## src/rtl/fir5_decoder.sv

```systemverilog
// fir5_decoder: recovers x[n] from the 5-tap FIR code
//   y = 2*x[n] + C1*x[n-1] + C2*x[n-2] + C3*x[n-3] + C4*x[n-4]  (mod 256)
// by subtracting the weighted history one tap per cycle. What remains
// must equal 2*x[n]. Any residue that is odd or exceeds 5 bits marks a
// non-codeword.
//
// Handshake: a transfer happens on a rising edge where valid and ready
// are both high. The producer holds data and valid until that edge. The
// DUT raises ready only when it can take the word. There is no skid
// buffer: y_ready is high only in IDLE, and x_valid is high only in OUT.
module fir5_decoder #(
  parameter int C1 = 3,
  parameter int C2 = 2,
  parameter int C3 = 5,
  parameter int C4 = 6
) (
  input  logic       clk,
  input  logic       rst,
  input  logic       flush,
  input  logic [7:0] y_in,
  input  logic       y_valid,
  output logic       y_ready,
  output logic [3:0] x_out,
  output logic       x_valid,
  input  logic       x_ready,
  output logic       sym_err,
  output logic       err_sticky,
  output logic [1:0] state_dbg
);

  typedef enum logic [1:0] {
    S_IDLE = 2'd0,
    S_SUB  = 2'd1,
    S_CHK  = 2'd2,
    S_OUT  = 2'd3
  } state_t;

  state_t     state;
  logic [7:0] acc;
  logic [1:0] k;
  logic [3:0] hist [4];   // hist[0] = x[n-1] ... hist[3] = x[n-4]

  logic [7:0] tap_prod;
  logic [3:0] x_new;
  logic       err_new;

  // Weighted history term for the tap currently being removed, kept at 8 bits.
  always_comb begin
    tap_prod = 8'd0;
    case (k)
      2'd0: tap_prod = 8'(C1) * {4'd0, hist[0]};
      2'd1: tap_prod = 8'(C2) * {4'd0, hist[1]};
      2'd2: tap_prod = 8'(C3) * {4'd0, hist[2]};
      2'd3: tap_prod = 8'(C4) * {4'd0, hist[3]};
      default: tap_prod = 8'd0;
    endcase
  end

  // The residue after all taps is 2*x[n] for a valid codeword.
  always_comb begin
    x_new   = acc[4:1];
    err_new = acc[0] | (acc[7:5] != 3'd0);
  end

  assign y_ready   = (state == S_IDLE);
  assign x_valid   = (state == S_OUT);
  assign state_dbg = state;

  // Decoder FSM: accept, subtract four taps, check, hold the result until it is taken.
  always_ff @(posedge clk or negedge rst) begin
    if (!rst) begin
      state      <= S_IDLE;
      acc        <= 8'd0;
      k          <= 2'd0;
      hist[0]    <= 4'd0;
      hist[1]    <= 4'd0;
      hist[2]    <= 4'd0;
      hist[3]    <= 4'd0;
      x_out      <= 4'd0;
      sym_err    <= 1'b0;
      err_sticky <= 1'b0;
    end else if (flush) begin
      // flush wins over any handshake on the same edge
      state      <= S_IDLE;
      acc        <= 8'd0;
      k          <= 2'd0;
      hist[0]    <= 4'd0;
      hist[1]    <= 4'd0;
      hist[2]    <= 4'd0;
      hist[3]    <= 4'd0;
      x_out      <= 4'd0;
      sym_err    <= 1'b0;
      err_sticky <= 1'b0;
    end else begin
      case (state)
        S_IDLE: begin
          if (y_valid) begin
            acc   <= y_in;
            k     <= 2'd0;
            state <= S_SUB;
          end
        end
        S_SUB: begin
          acc <= acc - tap_prod;
          k   <= k + 2'd1;
          if (k == 2'd3) state <= S_CHK;
        end
        S_CHK: begin
          x_out      <= x_new;
          sym_err    <= err_new;
          err_sticky <= err_sticky | err_new;
          // history advances even on a bad symbol so the stream stays aligned
          hist[0]    <= x_new;
          hist[1]    <= hist[0];
          hist[2]    <= hist[1];
          hist[3]    <= hist[2];
          state      <= S_OUT;
        end
        S_OUT: begin
          if (x_ready) state <= S_IDLE;
        end
        default: state <= S_IDLE;
      endcase
    end
  end

endmodule

```

## config.mk

```make
export PLATFORM = sky130hd
export DESIGN_NAME = fir5_decoder
export DESIGN_NICKNAME = d
export VERILOG_FILES = /design/src/rtl/fir5_decoder.sv
export SDC_FILE = /design/constraint.sdc
export NUM_CORES = 1
export LEC_CHECK = 0
export ABC_AREA = 1
export BUFFER_PORTS_ARGS = -buffer_cell sky130_fd_sc_hd__buf_4
export CELL_PAD_IN_SITES_DETAIL_PLACEMENT = 0
export CELL_PAD_IN_SITES_GLOBAL_PLACEMENT = 2
export CORE_MARGIN = 8
export CORE_UTILIZATION = 35
export CTS_CLUSTER_DIAMETER = 80
export DETAILED_ROUTE_END_ITERATION = 8
export PLACE_DENSITY = 0.88
export SYNTH_ARGS = -nofsm -noshare
export SYNTH_HDL_FRONTEND = slang
export SYNTH_SLANG_ARGS = --single-unit
```

## constraint.sdc

```tcl
create_clock -name clk -period 7.8 [get_ports clk]
set_input_delay 1.17 -clock clk [delete_from_list [all_inputs] [get_ports clk]]
set_output_delay 1.17 -clock clk [all_outputs]
set_load 0.01 [all_outputs]
```

==> run metrics <==
max-capacitance violation count 0; clk_skew 6.817 ps; #FFs+latches synth 30; Flop pwr share 27.1%; GP Congestion 0.8555; die height 95.86 µm; pre-CTS WS 4973 ps; post-DR wirelength/cell 14.26 µm; Nets 340; clock sinks 30; commonest cells after routing, fill and taps aside inv_1 (48), nand2_1 (46), dfrtp_1 (30); crit path max fanout 5; syn_area_per_cell 8.117 µm²; min Tclk post-route 2821 ps; Synth area leaders dfrtp_1 (34%), ha_1 (16%), inv_1 (8.1%); Worst EP arrival 3000 ps; synthesized area 2232 µm²; Final Hold Vio Count 0; Max IR drop VDD 0.1346 mV; leading area contributor after synthesis dfrtp_1; Layout Utilization 40.18%; post-synthesis sequential area ratio 33.63%; crit path kind flop to flop; Tcrit/Tclk final 36.16%; Die ar. 9189 µm²; Clock transition at path regs 70 ps; DP HPWL 4140 µm; port bufs 22; RSZ-0062 raised after global routing no; area fraction of the dominant cell type after synthesis 33.63%; Pint 414.1 µW; commonest non-fill, non-tap cell in the layout inv_1; DRT Pass-1 Iters 4; Initial Util 35.56%; Root Driver clkbuf_8; status complete, no violations; WP data required 7980 ps; hold_buf cts 0; Net Sw Frac 45.81%; DR iter-0 viols 80; WL final 5319 µm; clock power share 17.3%; Pleak 0.001291 µW; Final Worst Setup Slack 4979 ps; core box area 6277 µm²; largest net degree at the start of global routing 31; cts repair resizes 0; post-route ant nets 0; pwr dens 303.0 nW/µm²; via count 1805; Chip Width 95.86 µm; total grt overflow 0; I/O pin total 23; pins over their slew limit 0; Setup TNS Final 0 ps; vias per inst 4.839; Least-Margin Pin Slew 736.0 ps; CTS Buf Count 5; Relative slew margins 50.93%; DRC 0; FMAX 0.3545 GHz; Mapped Cells 275; Fillers 653; Netlist cell types 32; worst skew pair latency 280 ps; Startpoint Class flop; buffer levels on the longest clock path 2; Hold Path Class flop to flop; first-pass GRT wire length 9308 µm; H-Tree Depth 2; share of layout cells above drive strength 1 13.51%; final setup fails 0; vias in the first global route 1843; NetSw 350.1 µW; setup repair bufs after CTS 0; total track usage 12.76%; TritonCTS clock tree yes; n_diodes 0; Syn Nets 320; CP endpoint kind flop; antenna violations before repair 0; Gate power share 55.6%; Layout Area Growth over Synthesis 13.00%; Yosys warnings 0; Std-Cell Rows 29
sequential cells by signal (all words and copies together), names as in the netlist:
signal and cells:
state_dbg 2, acc 8, err_sticky 1, x_out 3, k 2, hist 13, sym_err 1
metrics by stage:
step	hold WS [ps]	cell area [µm²]	total power (µW)	std cells
CTS	494.0	2522	772.3	373
finish	491.2	2522	764.3	373
detailed placement	466.4	2427	634.9	365
global placement	469.2	2427	632.3	365
floorplan	478.4	2232	535.8	275
global route	506.6	2522	846.6	373
routing by layer:
metal | GRT usage (%) | up-vias | wire (µm)
met5 | 0 | - | 0
met4 | 2.305 | 0 | 25
met3 | 3.276 | 4 | 215
met2 | 18.91 | 30 | 2261
met1 | 18.29 | 830 | 2817
li1 | - | 941 | -
cell families (layout without fill, tap and decap cells):
logic type,count (synthesis),after routing,synth area share (%)
compound gates,57,57,15.47
xor+xnor,2,2,0.7849
fa+ha+maj,32,32,19.28
buf+inv,59,80,11.49
flops,30,30,33.63
mux,1,1,0.4484
simple gates,94,94,18.89
synth_stat cells:
| cell | instances |
|---|---|
| inv_1 | 48 |
| nand2_1 | 46 |
| dfrtp_1 | 30 |
| ha_1 | 28 |
| nand3_1 | 22 |
| o22ai_1 | 20 |
| nor2_1 | 16 |
| o21ai_0 | 15 |
| a21oi_1 | 9 |
| buf_4 | 5 |
| o21ai_1 | 5 |
| fa_1 | 4 |
| buf_2 | 3 |
| a22o_1 | 2 |
| nor2_2 | 2 |
| nor2_4 | 2 |
| o211ai_1 | 2 |
| xnor2_1 | 2 |
| a21oi_4 | 1 |
| and2_1 | 1 |
| clkbuf_8 | 1 |
| inv_2 | 1 |
| inv_4 | 1 |
| mux2i_1 | 1 |
| nand2_2 | 1 |
| nand2_4 | 1 |
| nand3b_1 | 1 |
| o2111ai_1 | 1 |
| o32ai_1 | 1 |
| o41ai_1 | 1 |
| or2_0 | 1 |
| or2_2 | 1 |
area by class of cell:
cell class                      instances  area, µm²  share of cell area (%)
Timing Repair Buffer                   22      165.2                   6.548
Multi-Input combinational cell        186       1225                   48.56
Sequential cell                        30      750.7                   29.76
Inverter                               50      190.2                   7.540
Tap cell                               77      96.34                   3.819
Clock inverter                          2      12.51                  0.4960
Clock buffer                            6      82.58                   3.274
worst paths after layout:
path                                   startpoint                endpoint  slack, ps  cells after the start
max                           hist[7]$_DFFE_PN0P_      acc[7]$_DFFE_PN0P_       4980                     17
min                        err_sticky$_DFFE_PN0P_  err_sticky$_DFFE_PN0P_        490                      2
max reg2reg                   hist[7]$_DFFE_PN0P_      acc[7]$_DFFE_PN0P_       4980                     17
min reg2reg                err_sticky$_DFFE_PN0P_  err_sticky$_DFFE_PN0P_        490                      2
max in group asynchronous                     rst        k[0]$_DFFE_PN0P_       6690                      1
min in group asynchronous                     rst     hist[2]$_DFFE_PN0P_        820                      1
critical path, stage by stage, from the launching register on:
cell and delay [ps]:
dfrtp_1 410, ha_1 290, ha_1 230, fa_1 390, xnor2_1 130, o21ai_0 140
inv_1 50, nand2_1 60, nand2_1 60, ha_1 330, nand2_1 100, inv_1 40
a21oi_1 170, nand2_1 80, nand2_1 50, nand3_1 60, nand2_1 80, nand2_1 40
power groups by stage:
stage / Clock (µW) / Combinational [µW] / Sequential (µW)
floorplan: 0 / 329 / 206
global placement: 0 / 423 / 210
detailed placement: 0 / 425 / 210
CTS: 137 / 428 / 207
global route: 143 / 492 / 211
finish: 133 / 425 / 207
(Power assumes the default switching activity.)
